File: src/rtl/flit_stim_gen.sv
// Packet/flit stimulus generator: emits pattern flits split into two operands,
// with idle gaps between packets, valid/ready backpressure and a toggle-activity counter.
module flit_stim_gen #(
  parameter int unsigned N     = 22,
  parameter int unsigned LEN_W = 16,
  parameter int unsigned CNT_W = 32
) (
  input  logic             clk_i,
  input  logic             rst_i,
  input  logic             start_i,
  input  logic [1:0]       mode_i,
  input  logic [LEN_W-1:0] payload_len_i,
  input  logic [LEN_W-1:0] gap_len_i,
  input  logic [LEN_W-1:0] num_pkts_i,
  input  logic [31:0]      seed_i,
  output logic             out_valid_o,
  input  logic             out_ready_i,
  output logic [N-1:0]     op_a_o,
  output logic [N-1:0]     op_b_o,
  output logic             out_last_o,
  output logic             busy_o,
  output logic             done_o,
  output logic [CNT_W-1:0] toggle_count_o,
  output logic [CNT_W-1:0] flit_count_o
);

  localparam int unsigned W  = 2 * N;
  localparam int unsigned TW = $clog2(W + 1);
  localparam logic [31:0] LfsrMask = 32'h8020_0003;

  typedef enum logic [1:0] {StIdle, StSend, StGap, StDone} state_e;

  state_e           state_q;
  logic [1:0]       mode_q;
  logic [LEN_W-1:0] plen_q, gap_q, pkt_q, idx_q, gcnt_q;
  logic [TW-1:0]    therm_q;
  logic             par_q;
  logic [31:0]      lfsr_q;
  logic [W-1:0]     flit_q, prev_q;
  logic             last_q;
  logic [CNT_W-1:0] toggle_q, fcnt_q;

  function automatic logic [31:0] lfsr_step(input logic [31:0] s);
    return (s >> 1) ^ (s[0] ? LfsrMask : 32'h0);
  endfunction

  // Flit value derived from the per-pattern generator state of the flit to be presented.
  function automatic logic [W-1:0] gen_flit(input logic [1:0] m, input logic [TW-1:0] t,
                                            input logic par, input logic [31:0] s);
    logic [W-1:0] f;
    f = '0;
    unique case (m)
      2'd0: f = '0;
      2'd1: for (int i = 0; i < W; i++) f[i] = (i < int'(t));
      2'd2: f = par ? '0 : '1;
      default: for (int i = 0; i < W; i++) f[i] = s[5'(i % 32)];
    endcase
    return f;
  endfunction

  logic             xfer, pkt_end;
  logic [TW-1:0]    therm_nxt, ham;
  logic [31:0]      lfsr_nxt, seed_fix;
  logic [W-1:0]     flit_nxt, diff;
  logic [LEN_W-1:0] idx_nxt;
  logic [CNT_W:0]   tog_sum;
  logic [CNT_W-1:0] tog_nxt;

  always_comb begin
    xfer      = (state_q == StSend) && out_ready_i;
    pkt_end   = (idx_q == plen_q - LEN_W'(1));
    idx_nxt   = pkt_end ? '0 : idx_q + LEN_W'(1);
    therm_nxt = (therm_q == TW'(W)) ? '0 : therm_q + TW'(1);
    lfsr_nxt  = lfsr_step(lfsr_q);
    flit_nxt  = gen_flit(mode_q, therm_nxt, ~par_q, lfsr_nxt);
    seed_fix  = (seed_i == 32'h0) ? 32'h1 : seed_i;
    diff      = flit_q ^ prev_q;
    ham       = '0;
    for (int i = 0; i < W; i++) ham = ham + TW'(diff[i]);
    tog_sum   = {1'b0, toggle_q} + (CNT_W + 1)'(ham);
    tog_nxt   = tog_sum[CNT_W] ? '1 : tog_sum[CNT_W-1:0];
  end

  always_ff @(posedge clk_i) begin
    if (rst_i) begin
      state_q  <= StIdle;
      mode_q   <= '0;
      plen_q   <= '0;
      gap_q    <= '0;
      pkt_q    <= '0;
      idx_q    <= '0;
      gcnt_q   <= '0;
      therm_q  <= '0;
      par_q    <= 1'b0;
      lfsr_q   <= 32'h1;
      flit_q   <= '0;
      prev_q   <= '0;
      last_q   <= 1'b0;
      toggle_q <= '0;
      fcnt_q   <= '0;
    end else begin
      unique case (state_q)
        StIdle, StDone: begin
          if (start_i) begin
            mode_q   <= mode_i;
            plen_q   <= payload_len_i;
            gap_q    <= gap_len_i;
            pkt_q    <= num_pkts_i - LEN_W'(1);
            idx_q    <= '0;
            therm_q  <= '0;
            par_q    <= 1'b0;
            lfsr_q   <= seed_fix;
            flit_q   <= gen_flit(mode_i, '0, 1'b0, seed_fix);
            prev_q   <= '0;
            last_q   <= (payload_len_i == LEN_W'(1));
            toggle_q <= '0;
            fcnt_q   <= '0;
            state_q  <= (payload_len_i == '0 || num_pkts_i == '0) ? StDone : StSend;
          end
        end
        StSend: begin
          if (xfer) begin
            fcnt_q   <= fcnt_q + CNT_W'(1);
            toggle_q <= tog_nxt;
            prev_q   <= flit_q;
            therm_q  <= therm_nxt;
            par_q    <= ~par_q;
            lfsr_q   <= lfsr_nxt;
            flit_q   <= flit_nxt;
            idx_q    <= idx_nxt;
            last_q   <= (idx_nxt == plen_q - LEN_W'(1));
            if (pkt_end) begin
              if (pkt_q != '0) begin
                pkt_q <= pkt_q - LEN_W'(1);
                if (gap_q != '0) begin
                  state_q <= StGap;
                  gcnt_q  <= gap_q - LEN_W'(1);
                end
              end else begin
                state_q <= StDone;
              end
            end
          end
        end
        StGap: begin
          if (gcnt_q == '0) state_q <= StSend;
          else              gcnt_q  <= gcnt_q - LEN_W'(1);
        end
        default: state_q <= StIdle;
      endcase
    end
  end

  assign out_valid_o    = (state_q == StSend);
  assign busy_o         = (state_q == StSend) || (state_q == StGap);
  assign done_o         = (state_q == StDone);
  assign out_last_o     = last_q && (state_q == StSend);
  assign op_a_o         = flit_q[N-1:0];
  assign op_b_o         = flit_q[W-1:N];
  assign toggle_count_o = toggle_q;
  assign flit_count_o   = fcnt_q;

endmodule

File: config.mk
export PLATFORM = sky130hd
export DESIGN_NAME = flit_stim_gen
export DESIGN_NICKNAME = d
export VERILOG_FILES = /design/src/rtl/flit_stim_gen.sv
export SDC_FILE = /design/constraint.sdc
export NUM_CORES = 1
export LEC_CHECK = 0
export CAP_MARGIN = 20
export CORE_MARGIN = 1.5
export CORE_UTILIZATION = 25
export CTS_BUF_LIST = sky130_fd_sc_hd__clkbuf_16
export DETAILED_ROUTE_END_ITERATION = 8
export HOLD_SLACK_MARGIN = 0.06
export PLACE_DENSITY = 0.4
export SLEW_MARGIN = 20
export SYNTH_ARGS = -nofsm -noshare
export SYNTH_HDL_FRONTEND = slang
export SYNTH_SLANG_ARGS = --single-unit
File: constraint.sdc
create_clock -name clk_i -period 14.6 [get_ports clk_i]
set_clock_uncertainty 0.05 [all_clocks]
set_input_delay 2.92 -clock clk_i [delete_from_list [all_inputs] [get_ports clk_i]]
set_output_delay 2.92 -clock clk_i [all_outputs]
set_load 0.01 [all_outputs]
==> reports/results.txt, run 1 <==
Syn_area_per_cell: 7.956 µm²
Postcts setup bufs: 0
Slew HR: 32.61%
Pwr dens: 192.3 nW/µm²
Internal: 0.002149 W
Gr ovfl total: 0
Vias: 15,230
Total design power: 0.003842 W
Syn. warnings: 0
Area share of the largest cell type after synthesis: 34.43%
Post-Syn Area: 16,050 µm²
Status: finished, final reports clean
Mapped Nets: 2,172
Vias in the first global route: 14,630
Combinational power share: 49.3%
Count leader, synth: dfxtp_1
Post-synth EDFFs: 0
Critical path class: reg2reg
First-pass GRT wire length: 88.44 mm
All-Layer GR Usage: 16.86%
Filler instances: 6,697
Critical-path top delay cell: or4_1
Max FO, Critical Path: 21
Final Cycle Share: 53.40%
ANT cells: 0
Layout Nets: 2,297
CTS Root Cell: clkbuf_16
CP dominant cell by count: fa_1
Switching Share: 44.07%
Crit-path max cell delay: 0.70 ns
Synth async-reset ratio: 0%
Final setup fails: 0
Port Buffers: 197
Share of layout cells above drive strength 1: 4.788%
Die height: 256.4 µm
Unique cell type count in the Yosys netlist: 86
CP arrival: 8.14 ns
Tmin final: 7.797 ns
FMAX: 128.3 MHz
Hold buffer count at CTS: 0
Final max-slew violation count: 0
RePlAce Congestion: 0.8191
MaxCap Viol Count: 0
Worst VDD drop: 0.0001816 V
Final Non-Filler Cells: 3,018
#FFs+latches synth: 276
Clk pwr share: 24.5%
Sequential fraction of the synthesis area: 34.43%
Residual DRC: 0
Area contributors post-synth: dfxtp_1 (34%), a21oi_1 (6.1%), nand2_1 (6.1%)
HP Class: reg2reg
Register area: 5525 µm²
Multi-input logic area: 9822 µm²
Top_reg_cell synth: dfxtp_1
Core Box Area: 63,310 µm²
CTS sink cnt: 276
Syn Inst Count: 2,017
Tightest Pin Transition: 1.011 ns
CTS tree: yes
CTS H-Tree Depth: 2
Clk slew on worst S/H paths: 0.06 ns
Dpl hpwl: 40.38 mm
P&R area growth vs syn: 24.52%
Initial drt markers: 986
Largest net degree at the start of global routing: 167
Critical-path cell list: xor2_1 > fa_1 > fa_1 > inv_1 > fa_1 > inv_1 > fa_1 > fa_1 > inv_1 > fa_1 > fa_1 > fa_1 > inv_1 > fa_1 > a21o_1 > a21oi_1 > o21ai_0 > a211o_1 > a21oi_1 > or4_1 > and2_1 > nand4_1 > nor3b_1
Post-synth top cells: dfxtp_1 (276), nand2_1 (259), a21oi_1 (195)
Final WL: 56.59 mm
Final Core Density: 31.56%
Setup TNS: 0 ns
Critical Path Sink Type: register
Cell family with most CP delay: adder cells
Total CTS buffers: 38
Cells after DPL: 2,948
Skew-Pair Late Insertion Delay: 0.55 ns
# IOs: 198
First-pass detailed-route iteration total: 8
PostCTS Resize Cnt: 0
Initial antenna violation count: 1
Setup crit start kind: register
Average routed wire per standard cell: 18.75 µm
Initial Util: 25.35%
Leakage: 7.135 nW
RSZ-0062 raised after global routing: false
Sequential fraction of design power: 26.2%
Die X: 256.4 µm
CP required: 14.94 ns
DRT antenna net count: 0
CTS max path bufs: 3
Critical path buffers and inverters: 4
Vias/cell: 5.046
Final number of hold-violating endpoints: 0
Die area: 65,720 µm²
# rows: 92
Sw Pwr: 0.001693 W
Cell taking the most area after synthesis: dfxtp_1
[cells in the final DEF, fill, tap and decap left out, types with 11 or more instances in the layout]
cell and n:
nor4_1 27, dfxtp_1 276, a22oi_1 12, nand2b_1 24, a31oi_1 39, nor3_1 59
or3_1 11, nor2_1 190, xnor2_1 64, o31ai_1 13, ha_1 31, clkbuf_16 41
a222oi_1 33, nand3_1 94, mux2i_1 14, nor3b_1 16, xor2_1 74, and3_1 25
and2_1 17, clkdlybuf4s50_1 196, a21o_1 11, fa_1 37, inv_1 77, buf_4 11
a211oi_1 16, o21ai_0 86, nand4_1 29, nand2_1 258, nor2b_1 13, a21oi_1 195
o211ai_1 19
[power by group through the flow]
stage	Clock, W	Sequential, W	Combinational [W]
after detailed placement	0	0.00102	0.00192
final	0.000943	0.00101	0.00189
after global placement	0	0.00102	0.00191
after CTS	0.000978	0.00101	0.00193
after global routing	0.00100	0.00102	0.00216
after floorplan	0	0.000972	0.00136
[per-layer routing]
| layer | part of all wire [%] | vias to the layer above | global-route usage, % | wire length [µm] |
|---|---|---|---|---|
| li1 | - | 7475 | - | - |
| met1 | 49 | 7331 | 23.89 | 27750 |
| met2 | 44 | 364 | 26.08 | 24860 |
| met3 | 5.1 | 58 | 3.025 | 2897 |
| met4 | 1.9 | 0 | 4.520 | 1070 |
| met5 | 0 | - | 0 | 0 |
[stage by stage]
stage / instance area (µm²) / hold WS, ns / worst slack (ns)
after floorplan: 16050 / 0.3815 / 7.694
after global placement: 18730 / 0.4004 / 6.919
after detailed placement: 18730 / 0.4056 / 6.791
after CTS: 19980 / 0.4126 / 6.793
after global routing: 19980 / 0.4265 / 6.335
final: 19980 / 0.4102 / 6.803
[worst paths after layout]
path	to	slack [ns]	cells past startpoint	start
max	toggle_count_o[27]	6.80	23	flit_q[28]
min	prev_q[29]	0.41	2	prev_q[29]
max reg2reg	toggle_count_o[27]	6.80	23	flit_q[28]
min reg2reg	prev_q[29]	0.41	2	prev_q[29]
[worst register-to-register path: cells and delay by family (launching register included)]
family	cells	cell delay [ns]
adder cells (fa/ha/maj)	9	4.20
AND/OR/NAND/NOR	4	1.20
XOR/XNOR	1	0.27
AO/OA/AOI/OAI	5	1.32
buffers and inverters	4	0.23
flip-flops	1	0.38
[cell families after synthesis]
| logic type | synth area share (%) |
|---|---|
| compound gates | 20.43 |
| mux | 1.154 |
| flops | 34.43 |
| fa+ha+maj | 7.111 |
| xor+xnor | 7.812 |
| buf+inv | 4.639 |
| simple gates | 24.43 |
[cell type report]
class,instances,area share (%)
well taps,846,5.297
multi-input cells,1550,49.15
clock buffers,41,5.134
inverters,67,1.259
repair buffers,209,10.39
flip-flops and latches,276,27.65
clock inverters,29,1.121
[state kept, by name, indices dropped and copies added, names as in the netlist]
signal and count:
prev_q 44, therm_q 6, gap_q 16, gcnt_q 16, par_q 1, toggle_count_o 32
lfsr_q 32, flit_count_o 32, pkt_q 16, mode_q 2, last_q 1, state_q 2
plen_q 16, idx_q 16, flit_q 44
Note: power is estimated with default switching activity, not from simulation.
==> run 2: changes to the inputs <==
- PLACE_DENSITY: 0.4 -> 0.42
- clock period: 14.6 -> 7 ns (I/O delays scaled with it)
==> run 2 against run 1 <==
Compared with the run above:
- combinational power is 110% higher
- highest routed layer is now met5
- register-to-register slack got worse by 6.5 ns
- worst hold slack barely moved
==> reports/results.txt, run 2 (same netlist as run 1, synthesis figures left out) <==
Residual DRC: 0 (unchanged)
P&R area growth vs syn: 25.48%
Clk slew on worst S/H paths: 0.06 ns (about the same)
Combinational power share: 50.8% (+1.5 points)
Vias: 15,460 (+1.5%)
Final Core Density: 31.81% (+0.24 points)
Final WL: 56.39 mm (-0.34%)
RSZ-0062 raised after global routing: false
CTS Root Cell: clkbuf_16
Leakage: 7.241 nW (+1.5%)
Die area: 65,720 µm² (unchanged)
CTS max path bufs: 3 (unchanged)
Final Cycle Share: 96.39% (+43 points)
Internal: 0.004363 W (+100%)
Tightest Pin Transition: 0.9629 ns (-0.04800 ns)
Skew-Pair Late Insertion Delay: 0.56 ns (about the same)
Vias/cell: 5.071 (+0.50%)
CTS tree: yes
Largest net degree at the start of global routing: 129 (-23%)
Worst hold stages: 2 (unchanged)
DRT antenna net count: 0 (unchanged)
Initial antenna violation count: 2 (+1)
CTS sink cnt: 276 (unchanged)
Die height: 256.4 µm (unchanged)
Biggest regs: flit_q x44, prev_q x44
ANT cells: 0 (unchanged)
Reg2reg start: prev_q[22]
Gr ovfl total: 0 (unchanged)
Worst VDD drop: 0.0003251 V (+79%)
Most common cell after layout, fill and taps aside: dfxtp_1
Vias in the first global route: 14,660 (+0.21%)
Switching Share: 44.33% (+0.26 points)
Final number of hold-violating endpoints: 0 (unchanged)
Max FO, Critical Path: 10 (-52%)
Critical path class: reg2reg
WHS Endpoint: prev_q[21]
CTS H-Tree Depth: 2 (unchanged)
# IOs: 198 (unchanged)
Port Buffers: 197 (unchanged)
Total CTS buffers: 37 (-2.6%)
CP arrival: 7.17 ns (-0.97 ns)
Most frequent cells in the layout: dfxtp_1 (276), nand2_1 (258), clkdlybuf4s50_1 (196), a21oi_1 (194), nor2_1 (190)
Setup crit start kind: register
Status: finished, final reports clean
Final max-slew violation count: 0 (unchanged)
CP required: 7.43 ns (-7.51 ns)
FMAX: 148.2 MHz (+16%)
Slew HR: 35.65% (+3.0 points)
Sw Pwr: 0.003474 W (+110%)
Pwr dens: 389.2 nW/µm² (+100%)
Initial Util: 25.35% (unchanged)
Core Box Area: 63,310 µm² (unchanged)
RePlAce Congestion: 0.8670 (+5.8%)
Hold WS: 0.4103 ns (+0.00006200 ns)
Die X: 256.4 µm (unchanged)
Post-Layout Inst Area: 20,140 µm² (+0.77%)
Average routed wire per standard cell: 18.50 µm (-1.3%)
First-pass GRT wire length: 87.70 mm (-0.83%)
All-Layer GR Usage: 16.75% (-0.11 points)
R2R Setup Slk: 0.25 ns (-6.55 ns)
Critical Path Sink Type: register
HP Start: prev_q[21]
Dpl hpwl: 40.89 mm (+1.3%)
Reg2reg end: toggle_count_o[27]
Tmin final: 6.747 ns (-1.050 ns)
Sequential fraction of design power: 26.6% (+0.4 points)
Initial drt markers: 1,255 (+27%)
Worst Reg-to-Reg Cells: 25 (+8.7%)
Share of layout cells above drive strength 1: 6.312% (+1.5 points)
Hold buffer count at CTS: 0 (unchanged)
Post-DP Area: 18,990 µm² (+1.4%)
MaxCap Viol Count: 0 (unchanged)
Setup TNS: 0 ns (unchanged)
First-pass detailed-route iteration total: 7 (-1)
Final setup fails: 0 (unchanged)
Layout Nets: 2,333 (+1.6%)
# rows: 92 (unchanged)
HP Class: reg2reg
Clk pwr share: 22.6% (-1.9 points)
## run 2: area by class of cell
cell class,count,area (µm²)
Sequential cell,276,5525
Clock buffer,37,925.9
Multi-Input combinational cell,1550,9852
Fill cell,6691,43170
Clock inverter,26,165.2
Inverter,67,251.5
Timing Repair Buffer,246,2359
Tap cell,846,1059
## run 2: stage by stage
stage / std cells / power (W) / setup slack, ns
final: 3048 / 0.007837 / 0.2530
after global routing: 3048 / 0.008578 / 0.003763
after CTS: 3046 / 0.007968 / 0.02082
after detailed placement: 2983 / 0.006135 / -0.07756
after global placement: 2983 / 0.006137 / -0.05151
after floorplan: 2017 / 0.004856 / 0.09397
## run 2: power groups by stage
stage / Combinational (W) / Clock [W] / Sequential, W
after floorplan: 0.00283 / 0 / 0.00203
after global placement: 0.00402 / 0 / 0.00211
after detailed placement: 0.00401 / 0 / 0.00212
after CTS: 0.00404 / 0.00184 / 0.00209
after global routing: 0.00455 / 0.00190 / 0.00213
final: 0.00398 / 0.00177 / 0.00209
## run 2: critical path: stages (launching register included)
cell     delay [ns]
dfxtp_1        0.32
xor2_1         0.17
fa_1           0.54
inv_1          0.06
fa_1           0.51
fa_1           0.53
inv_1          0.05
fa_1           0.46
fa_1           0.54
inv_1          0.05
fa_1           0.45
fa_1           0.50
fa_2           0.40
inv_1          0.07
fa_1           0.17
a21o_1         0.13
a21oi_2        0.06
o21ai_1        0.19
a211o_1        0.16
a21oi_1        0.06
buf_4          0.15
or4_4          0.49
buf_6          0.16
and2_1         0.15
nand4_1        0.08
nor3b_1        0.17
## run 2: routing by layer
layer	GRT usage [%]	up-vias	wire length, µm
met4	4.454	4	1026
li1	-	7536	-
met5	0	-	26
met2	26.40	422	25190
met1	23.55	7422	27100
met3	2.699	72	3047
## run 2: what timing repair did
action,4_1_cts,5_1_grt
pin swaps,0,9
resized for setup,1,11
endpoints found under the hold margin,0,0
endpoints found under the setup margin,7,31
gates cloned,0,1
setup buffers,0,1
## run 2: worst max path at each step
| stage | slack [ns] | to | cells past startpoint | start |
|---|---|---|---|---|
| after detailed placement | -0.08 | toggle_count_o[27] | 25 | flit_q[30] |
| after global placement | -0.05 | toggle_count_o[27] | 25 | flit_q[30] |
| final | 0.25 | toggle_count_o[27] | 25 | prev_q[22] |
| after global routing | 0.004 | toggle_count_o[27] | 25 | prev_q[22] |
| after CTS | 0.02 | toggle_count_o[27] | 25 | flit_q[30] |
| after floorplan | 0.09 | toggle_count_o[7] | 21 | flit_q[0] |
